[config.mk]
export PLATFORM = sky130hd
export DESIGN_NAME = axis_frame_length_enforcer_flat
export DESIGN_NICKNAME = d
export VERILOG_FILES = /design/src/rtl/axis_util_pkg.sv /design/src/rtl/axis_int.sv /design/src/rtl/axis_skid_buffer.sv /design/src/rtl/axis_frame_length_enforcer.sv /design/src/flat_wrapper.sv
export SDC_FILE = /design/constraint.sdc
export NUM_CORES = 1
export LEC_CHECK = 0
export BUFFER_PORTS_ARGS = -buffer_cell sky130_fd_sc_hd__buf_4
export CAP_MARGIN = 20
export CORE_UTILIZATION = 45
export CTS_CLUSTER_DIAMETER = 40
export CTS_CLUSTER_SIZE = 16
export DETAILED_ROUTE_END_ITERATION = 8
export GPL_TIMING_DRIVEN = 0
export PLACE_DENSITY = 0.67
export SKIP_CTS_REPAIR_TIMING = 1
export SLEW_MARGIN = 20
export SYNTH_ARGS = -nofsm -noshare
export SYNTH_HDL_FRONTEND = slang
export SYNTH_SLANG_ARGS = --single-unit
[constraint.sdc]
create_clock -name clk -period 9.95 [get_ports clk]
set_clock_uncertainty 0.2 [all_clocks]
set_input_delay 0 -clock clk [delete_from_list [all_inputs] [get_ports clk]]
set_output_delay 0 -clock clk [all_outputs]
set_load 0.05 [all_outputs]
[src/rtl/axis_util_pkg.sv]
// axis_util_pkg: shared AXI-Stream helpers and the length-enforcer FSM state
package axis_util_pkg;

    localparam int MAX_KEEP = 128;

    typedef enum logic {PASS, DISCARD} fle_state_e;

    function automatic logic [15:0] popcount(input logic [MAX_KEEP-1:0] keep);
        logic [15:0] n;
        n = '0;
        for (int i = 0; i < MAX_KEEP; i++) n = n + 16'(keep[i]);
        return n;
    endfunction

    function automatic logic [MAX_KEEP-1:0] keep_mask(input logic [15:0] n);
        logic [MAX_KEEP-1:0] m;
        for (int i = 0; i < MAX_KEEP; i++) m[i] = i < int'(n);
        return m;
    endfunction

endpackage

[src/rtl/axis_int.sv]
// AXIS_int: parameterised AXI-Stream bundle with master/slave views
interface AXIS_int #(
    parameter int DATA_BYTES = 8,
    parameter int ID_WIDTH   = 1,
    parameter int DEST_WIDTH = 1,
    parameter int USER_WIDTH = 1
);
    logic [DATA_BYTES*8-1:0] tdata;
    logic [DATA_BYTES-1:0]   tkeep;
    logic [DATA_BYTES-1:0]   tstrb;
    logic                    tlast;
    logic [ID_WIDTH-1:0]     tid;
    logic [DEST_WIDTH-1:0]   tdest;
    logic [USER_WIDTH-1:0]   tuser;
    logic                    tvalid;
    logic                    tready;
    logic                    resetn;

    modport Master (output tdata, tkeep, tstrb, tlast, tid, tdest, tuser, tvalid,
                    input tready, resetn);
    modport Slave  (input tdata, tkeep, tstrb, tlast, tid, tdest, tuser, tvalid, resetn,
                    output tready);
endinterface

[src/rtl/axis_skid_buffer.sv]
// axis_skid_buffer: two-entry registered skid; in_ready comes straight from a flop
module axis_skid_buffer #(
    parameter int W = 8
) (
    input  logic         clk,
    input  logic         rst,
    input  logic         in_valid,
    input  logic [W-1:0] in_data,
    output logic         in_ready,
    output logic         out_valid,
    output logic [W-1:0] out_data,
    input  logic         out_ready
);
    logic         m_valid_q, m_valid_d, s_valid_q, s_valid_d;
    logic [W-1:0] m_data_q, m_data_d, s_data_q, s_data_d;

    assign in_ready  = !s_valid_q;
    assign out_valid = m_valid_q;
    assign out_data  = m_data_q;

    always_comb begin
        m_valid_d = m_valid_q;
        m_data_d  = m_data_q;
        s_valid_d = s_valid_q;
        s_data_d  = s_data_q;
        if (out_ready || !m_valid_q) begin
            m_valid_d = s_valid_q || in_valid;
            m_data_d  = s_valid_q ? s_data_q : in_data;
            s_valid_d = 1'b0;
        end else if (in_valid && !s_valid_q) begin
            s_valid_d = 1'b1;
            s_data_d  = in_data;
        end
    end

    always_ff @(posedge clk or posedge rst) begin
        if (rst) begin
            m_valid_q <= 1'b0;
            s_valid_q <= 1'b0;
        end else begin
            m_valid_q <= m_valid_d;
            s_valid_q <= s_valid_d;
        end
    end

    always_ff @(posedge clk) begin
        m_data_q <= m_data_d;
        s_data_q <= s_data_d;
    end

endmodule

[src/rtl/axis_frame_length_enforcer.sv]
// axis_frame_length_enforcer: truncates AXIS frames to MAX_FRAME_BYTES and drops the excess
module axis_frame_length_enforcer #(
    parameter int MAX_FRAME_BYTES = 1518,
    parameter int CNT_WIDTH       = 32
) (
    input  logic                 clk,
    input  logic                 rst,
    AXIS_int.Slave               axis_in,
    AXIS_int.Master              axis_out,
    output logic [CNT_WIDTH-1:0] frame_count,
    output logic [CNT_WIDTH-1:0] trunc_count,
    output logic                 trunc_pulse
);
    import axis_util_pkg::*;

    localparam int DW  = $bits(axis_in.tdata);
    localparam int KW  = $bits(axis_in.tkeep);
    localparam int IW  = $bits(axis_in.tid);
    localparam int DSW = $bits(axis_in.tdest);
    localparam int UW  = $bits(axis_in.tuser);
    localparam int PW  = DW + KW + 1 + IW + DSW + UW;
    localparam logic [16:0] MAXB = 17'(MAX_FRAME_BYTES);

    if (MAX_FRAME_BYTES < 1 || MAX_FRAME_BYTES > 65535 || KW > MAX_KEEP ||
        $bits(axis_out.tdata) != DW || $bits(axis_out.tkeep) != KW ||
        $bits(axis_out.tid) != IW || $bits(axis_out.tdest) != DSW ||
        $bits(axis_out.tuser) != UW) begin : g_param_check
        $error("axis_frame_length_enforcer: bad MAX_FRAME_BYTES or mismatched stream widths");
    end

    fle_state_e           state_q, state_d;
    logic [15:0]          cnt_q, cnt_d;
    logic                 rdy_q, pulse_q, pulse_d;
    logic [CNT_WIDTH-1:0] frame_q, frame_d, trunc_q, trunc_d;
    logic [15:0]          bytes;
    logic [16:0]          sum;
    logic [MAX_KEEP-1:0]  mask;
    logic                 over, exact, trunc, acc, last_o;
    logic [KW-1:0]        keep_o;
    logic                 sk_valid, sk_ready;
    logic [PW-1:0]        sk_in, sk_out;
    logic                 unused_sigs;

    assign axis_in.tready = rdy_q && (state_q == DISCARD || sk_ready);

    always_comb begin
        bytes    = popcount(MAX_KEEP'(axis_in.tkeep));
        sum      = {1'b0, cnt_q} + {1'b0, bytes};
        over     = sum > MAXB;
        exact    = sum == MAXB && !axis_in.tlast;
        trunc    = over || exact;
        mask     = keep_mask(16'(MAXB - {1'b0, cnt_q}));
        keep_o   = over ? mask[KW-1:0] : axis_in.tkeep;
        last_o   = axis_in.tlast || trunc;
        sk_valid = axis_in.tvalid && rdy_q && state_q == PASS;
        sk_in    = {axis_in.tdata, keep_o, last_o, axis_in.tid, axis_in.tdest, axis_in.tuser};
        acc      = axis_in.tvalid && axis_in.tready;
        state_d  = state_q;
        cnt_d    = cnt_q;
        pulse_d  = 1'b0;
        if (acc && state_q == PASS) begin
            pulse_d = trunc;
            cnt_d   = last_o ? '0 : sum[15:0];
            state_d = (trunc && !axis_in.tlast) ? DISCARD : PASS;
        end else if (acc && axis_in.tlast) begin
            state_d = PASS;
        end
        frame_d = (axis_out.tvalid && axis_out.tready && axis_out.tlast && !(&frame_q)) ?
                  frame_q + 1'b1 : frame_q;
        trunc_d = (pulse_q && !(&trunc_q)) ? trunc_q + 1'b1 : trunc_q;
    end

    always_ff @(posedge clk or posedge rst) begin
        if (rst) begin
            state_q <= PASS;
            cnt_q   <= '0;
            rdy_q   <= 1'b0;
            pulse_q <= 1'b0;
            frame_q <= '0;
            trunc_q <= '0;
        end else begin
            state_q <= state_d;
            cnt_q   <= cnt_d;
            rdy_q   <= 1'b1;
            pulse_q <= pulse_d;
            frame_q <= frame_d;
            trunc_q <= trunc_d;
        end
    end

    axis_skid_buffer #(.W(PW)) u_skid (
        .clk       (clk),
        .rst       (rst),
        .in_valid  (sk_valid),
        .in_data   (sk_in),
        .in_ready  (sk_ready),
        .out_valid (axis_out.tvalid),
        .out_data  (sk_out),
        .out_ready (axis_out.tready)
    );

    assign {axis_out.tdata, axis_out.tkeep, axis_out.tlast,
            axis_out.tid, axis_out.tdest, axis_out.tuser} = sk_out;
    assign axis_out.tstrb = axis_out.tkeep;
    assign frame_count    = frame_q;
    assign trunc_count    = trunc_q;
    assign trunc_pulse    = pulse_q;
    assign unused_sigs    = ^{axis_in.tstrb, axis_in.resetn, axis_out.resetn, mask};

endmodule

[src/flat_wrapper.sv]
// flat-port wrapper written by rule: the top's interface ports become plain ports
module axis_frame_length_enforcer_flat import axis_util_pkg::*;
#(
    parameter int MAX_FRAME_BYTES = 1518,
    parameter int CNT_WIDTH       = 32
)
  (clk, rst, frame_count, trunc_count, trunc_pulse, axis_in_tdata, axis_in_tkeep, axis_in_tstrb, axis_in_tlast, axis_in_tid, axis_in_tdest, axis_in_tuser, axis_in_tvalid, axis_in_resetn, axis_in_tready, axis_out_tdata, axis_out_tkeep, axis_out_tstrb, axis_out_tlast, axis_out_tid, axis_out_tdest, axis_out_tuser, axis_out_tvalid, axis_out_tready, axis_out_resetn);
  AXIS_int #(.DATA_BYTES(8), .ID_WIDTH(4), .DEST_WIDTH(4), .USER_WIDTH(4)) axis_in_i ();
  AXIS_int #(.DATA_BYTES(8), .ID_WIDTH(4), .DEST_WIDTH(4), .USER_WIDTH(4)) axis_out_i ();
  input  logic clk;
  input  logic rst;
  output logic [CNT_WIDTH-1:0] frame_count;
  output logic [CNT_WIDTH-1:0] trunc_count;
  output logic trunc_pulse;
  input wire logic [$bits(axis_in_i.tdata)-1:0] axis_in_tdata;
  input wire logic [$bits(axis_in_i.tkeep)-1:0] axis_in_tkeep;
  input wire logic [$bits(axis_in_i.tstrb)-1:0] axis_in_tstrb;
  input wire logic [$bits(axis_in_i.tlast)-1:0] axis_in_tlast;
  input wire logic [$bits(axis_in_i.tid)-1:0] axis_in_tid;
  input wire logic [$bits(axis_in_i.tdest)-1:0] axis_in_tdest;
  input wire logic [$bits(axis_in_i.tuser)-1:0] axis_in_tuser;
  input wire logic [$bits(axis_in_i.tvalid)-1:0] axis_in_tvalid;
  input wire logic [$bits(axis_in_i.resetn)-1:0] axis_in_resetn;
  output wire logic [$bits(axis_in_i.tready)-1:0] axis_in_tready;
  output wire logic [$bits(axis_out_i.tdata)-1:0] axis_out_tdata;
  output wire logic [$bits(axis_out_i.tkeep)-1:0] axis_out_tkeep;
  output wire logic [$bits(axis_out_i.tstrb)-1:0] axis_out_tstrb;
  output wire logic [$bits(axis_out_i.tlast)-1:0] axis_out_tlast;
  output wire logic [$bits(axis_out_i.tid)-1:0] axis_out_tid;
  output wire logic [$bits(axis_out_i.tdest)-1:0] axis_out_tdest;
  output wire logic [$bits(axis_out_i.tuser)-1:0] axis_out_tuser;
  output wire logic [$bits(axis_out_i.tvalid)-1:0] axis_out_tvalid;
  input wire logic [$bits(axis_out_i.tready)-1:0] axis_out_tready;
  input wire logic [$bits(axis_out_i.resetn)-1:0] axis_out_resetn;
  assign axis_in_i.tdata = axis_in_tdata;
  assign axis_in_i.tkeep = axis_in_tkeep;
  assign axis_in_i.tstrb = axis_in_tstrb;
  assign axis_in_i.tlast = axis_in_tlast;
  assign axis_in_i.tid = axis_in_tid;
  assign axis_in_i.tdest = axis_in_tdest;
  assign axis_in_i.tuser = axis_in_tuser;
  assign axis_in_i.tvalid = axis_in_tvalid;
  assign axis_in_i.resetn = axis_in_resetn;
  assign axis_in_tready = axis_in_i.tready;
  assign axis_out_tdata = axis_out_i.tdata;
  assign axis_out_tkeep = axis_out_i.tkeep;
  assign axis_out_tstrb = axis_out_i.tstrb;
  assign axis_out_tlast = axis_out_i.tlast;
  assign axis_out_tid = axis_out_i.tid;
  assign axis_out_tdest = axis_out_i.tdest;
  assign axis_out_tuser = axis_out_i.tuser;
  assign axis_out_tvalid = axis_out_i.tvalid;
  assign axis_out_i.tready = axis_out_tready;
  assign axis_out_i.resetn = axis_out_resetn;
  axis_frame_length_enforcer #(.MAX_FRAME_BYTES(MAX_FRAME_BYTES), .CNT_WIDTH(CNT_WIDTH)) u_core (.clk(clk), .rst(rst), .axis_in(axis_in_i), .axis_out(axis_out_i), .frame_count(frame_count), .trunc_count(trunc_count), .trunc_pulse(trunc_pulse));
endmodule
==> results_dict.tcl <==
set metrics [dict create \
    status "finished, final reports clean" \
    min_period_ns 5.29 \
    synth.yosys.warnings 0 \
    regArea_um2 7230 \
    overflow 0 \
    fill_cells 1748 \
    cts_tree "done" \
    clk_pin_slew_ns 0.06 \
    critPathMaxFanout 10 \
    ys_seq_elements 255 \
    r2r_cells 12 \
    place_area_um2 13500 \
    drt_first_pass_iters 5 \
    fp.dieArea_um2 25100 \
    die_height_um 159 \
    grt_pass1_vias 6925 \
    yosysSeqAreaShare_pct 65.6 \
    ctsLongestPathBuffers 3 \
    crit_top_cell "fa_1" \
    grt_max_degree 54 \
    io_pins 259 \
    finalSetupViolCount 0 \
    avgSynthCellArea_um2 14.1 \
    synth_top_area_share_pct 46.3 \
    rr_endpoint "u_core.u_skid.out_data[20]" \
    post_synth_and_or_nand_nor_area_fraction_pct 10.2 \
    n_antenna_cell 0 \
    syn_nets 896 \
    ir_worst_vdd_mv 0.152 \
    slew_viol_final 0 \
    holdWs_ns 0.0211 \
    path_class "primary input to register" \
    rows 56 \
    worstHoldPathType "primary input to register" \
    synth_area_um2 11000 \
    drtIter0Drc 428 \
    fin_area_um2 15700 \
    coreArea_um2 23800 \
    cp-end-kind "register" \
    insertion_delay_ns 0.50 \
    cp_cell_sequence "dlygate4sd3_1, buf_4, ha_1, inv_1, fa_1, fa_1, fa_1, fa_1, xnor2_1, ha_1, nor2b_1, o31a_1, buf_4, nand4_2, mux2_4, nor4_4, buf_4, a31oi_1, a22o_1" \
    max-cap-violations 0 \
    wire_per_inst_um 17.6 \
    via_per_inst 5.12 \
    cts_root_buf "clkbuf_16" \
    synth_compound_area_share_pct 5.10 \
    synth_edf_count 170 \
    synth_fa_ha_area_share_pct 2.16 \
    cts_sinks 255 \
    placed_cells 1354 \
    portBuffers 248 \
    synthTopCellsByArea "edfxtp_1, dfrtp_1, mux2_2" \
    cts_buffers 39 \
    drive_above_1_share_pct 36.5 \
    synthArstFlopShare_pct 33.3 \
    cp_slowest_cell "dlygate4sd3_1" \
    cp_top_family "adder cells" \
    routed_wl_um 26700 \
    multi_input_area_um2 3470 \
    power_density_nw_per_um2 202 \
    rsz0062_at_grt "false" \
    leakage_nw 6.49 \
    drc 0 \
    synth_area_leader_cell "edfxtp_1" \
    synthesis.instances 781 \
    htreeDepth 2 \
    hold_viol 0 \
    synthFlopType "edfxtp_1" \
    reg2reg_slack_ns 6.39 \
    post_layout_nonfiller_instances 1515 \
    hpwlAfterDp_um 18000 \
    grt_pass1_wl_um 38000 \
    floorplan.initialDensity_pct 46.4 \
    synthXorXnorAreaFrac_pct 5.56 \
    final_nets 1283 \
    hold-path-cell-count 2 \
    layout_commonest_cell "buf_4" \
    timing.rr.start "u_core.cnt_q[0]" \
    final_cell_mix "buf_4, edfxtp_1, dlygate4sd3_1" \
    cp_num_buf_inv 5 \
    via_count 7758 \
    start_kind "primary input" \
    hold-path-endpoint "u_core.u_skid.s_data_q[31]" \
    synth.area.mux_share_pct 8.30 \
    final_util_pct 66.2 \
    post-route-period-util_pct 53.2 \
    max_slew_margin_pct 38.6 \
    hp-start "axis_in_tdata[10]" \
    synth_top_family_by_area "simple AND/OR/NAND/NOR gates" \
    grt_antenna_before_repair 0 \
    yosysUniqueCellTypes 59 \
    worst_pin_slew_ns 0.915 \
    place_congestion 0.829 \
    setup_tns_ns 0 \
    grtUsageTotal_pct 19.7 \
    worst_ep_arrival_time_ns 5.33 \
    cpPeakStageDelay_ns 0.54 \
    die_w_um 159 \
    ant_nets 0 \
    required_ns 9.99 \
    syn_to_final_growth_pct 42.7 \
    fmax_mhz 189 \
]
## metrics by stage
stage | setup WS (ns) | total power, mW
after detailed placement | 4.73 | 1.77
after CTS | 5.25 | 3.17
final | 4.66 | 3.17
after floorplan | 2.71 | 1.60
after global placement | -2.15 | 1.76
after global routing | 4.48 | 3.28
## cells by family (layout without fill, tap and decap cells)
| logic type | count (synthesis) | count (layout) |
|---|---|---|
| mux | 81 | 81 |
| compound gates | 80 | 80 |
| buf+inv | 71 | 486 |
| flops | 255 | 255 |
| xor+xnor | 70 | 70 |
| fa+ha+maj | 16 | 16 |
| simple gates | 207 | 207 |
| other cells | 1 | 1 |
## how the worst max path moves through the flow
stage | start | slack [ns] | end | depth (start not counted)
floorplan | u_core.u_skid.out_valid | 2.71 | u_core.u_skid.s_data_q[0] | 2
global placement | u_core.u_skid.out_valid | -2.15 | u_core.u_skid.s_data_q[35] | 2
detailed placement | axis_in_tkeep[0] | 4.73 | u_core.u_skid.out_data[20] | 18
CTS | axis_in_tkeep[0] | 5.25 | u_core.u_skid.out_data[20] | 18
global route | axis_in_tkeep[0] | 4.48 | u_core.u_skid.out_data[20] | 19
finish | axis_in_tkeep[0] | 4.66 | u_core.u_skid.out_data[20] | 19
## metal layers
| metal | vias up | GRT usage [%] | wire [um] |
|---|---|---|---|
| met1 | 3819 | 27.3 | 11600 |
| met4 | 0 | 6.23 | 563 |
| met3 | 42 | 3.89 | 1390 |
| met2 | 231 | 31.4 | 13100 |
| met5 | - | 0 | 0 |
| li1 | 3666 | - | - |
## report_power, final
| part | internal (mW) | leakage [nW] | switching [mW] |
|---|---|---|---|
| combinational | 0.199 | 3.02 | 0.332 |
| sequential | 1.21 | 2.80 | 0.0407 |
| clock | 0.901 | 0.667 | 0.492 |
| total | 2.31 | 6.49 | 0.865 |
## layout make-up
cell class                 count  share of cell area (%)
clock buffer                  46                    6.76
sequential                   255                    46.0
buffer                        36                    1.33
inverter                      35                   0.851
tap                          319                    2.54
clock inverter                23                    1.85
timing repair buffer         346                    18.6
multi-input combinational    455                    22.0
## synthesized netlist by cell type (3+ instances only)
master	number
edfxtp_1	170
dfrtp_1	85
mux2_2	79
xnor2_1	57
nand2_1	44
inv_1	35
nand3_1	34
nor2_1	30
nand4_1	26
a21oi_1	18
clkbuf_1	18
and3_1	14
buf_4	13
xor2_1	13
ha_1	11
a31oi_1	10
and2_1	10
and4_1	10
nor3_1	9
o21ai_0	8
o21ai_1	8
fa_1	5
nor2b_1	5
o31a_1	5
nor4_1	4
o31ai_1	4
a31o_2	3
buf_6	3
nand2b_1	3
nand3b_1	3
o21a_1	3
o22ai_1	3
or3_1	3
## flip-flops by register name, summed over array words and instances (netlist names)
name and count:
u_core.cnt_q 16, u_core.trunc_count 32, u_core.state_q 1, u_core.frame_count 32
u_core.rdy_q 1, u_core.u_skid.s_data_q 85, u_core.u_skid.out_valid 1, u_core.u_skid.s_valid_q 1
u_core.trunc_pulse 1, u_core.u_skid.out_data 85
## worst register-to-register path, cell delays in order, from the launching register on
cell,delay [ns]
dfrtp_1,0.40
ha_1,0.22
inv_1,0.07
fa_1,0.41
nor2b_1,0.16
o31a_1,0.13
buf_4,0.17
nand4_2,0.12
mux2_4,0.33
nor4_4,0.47
buf_4,0.29
a31oi_1,0.10
a22o_1,0.23
Power figures use the tool's default switching activity.
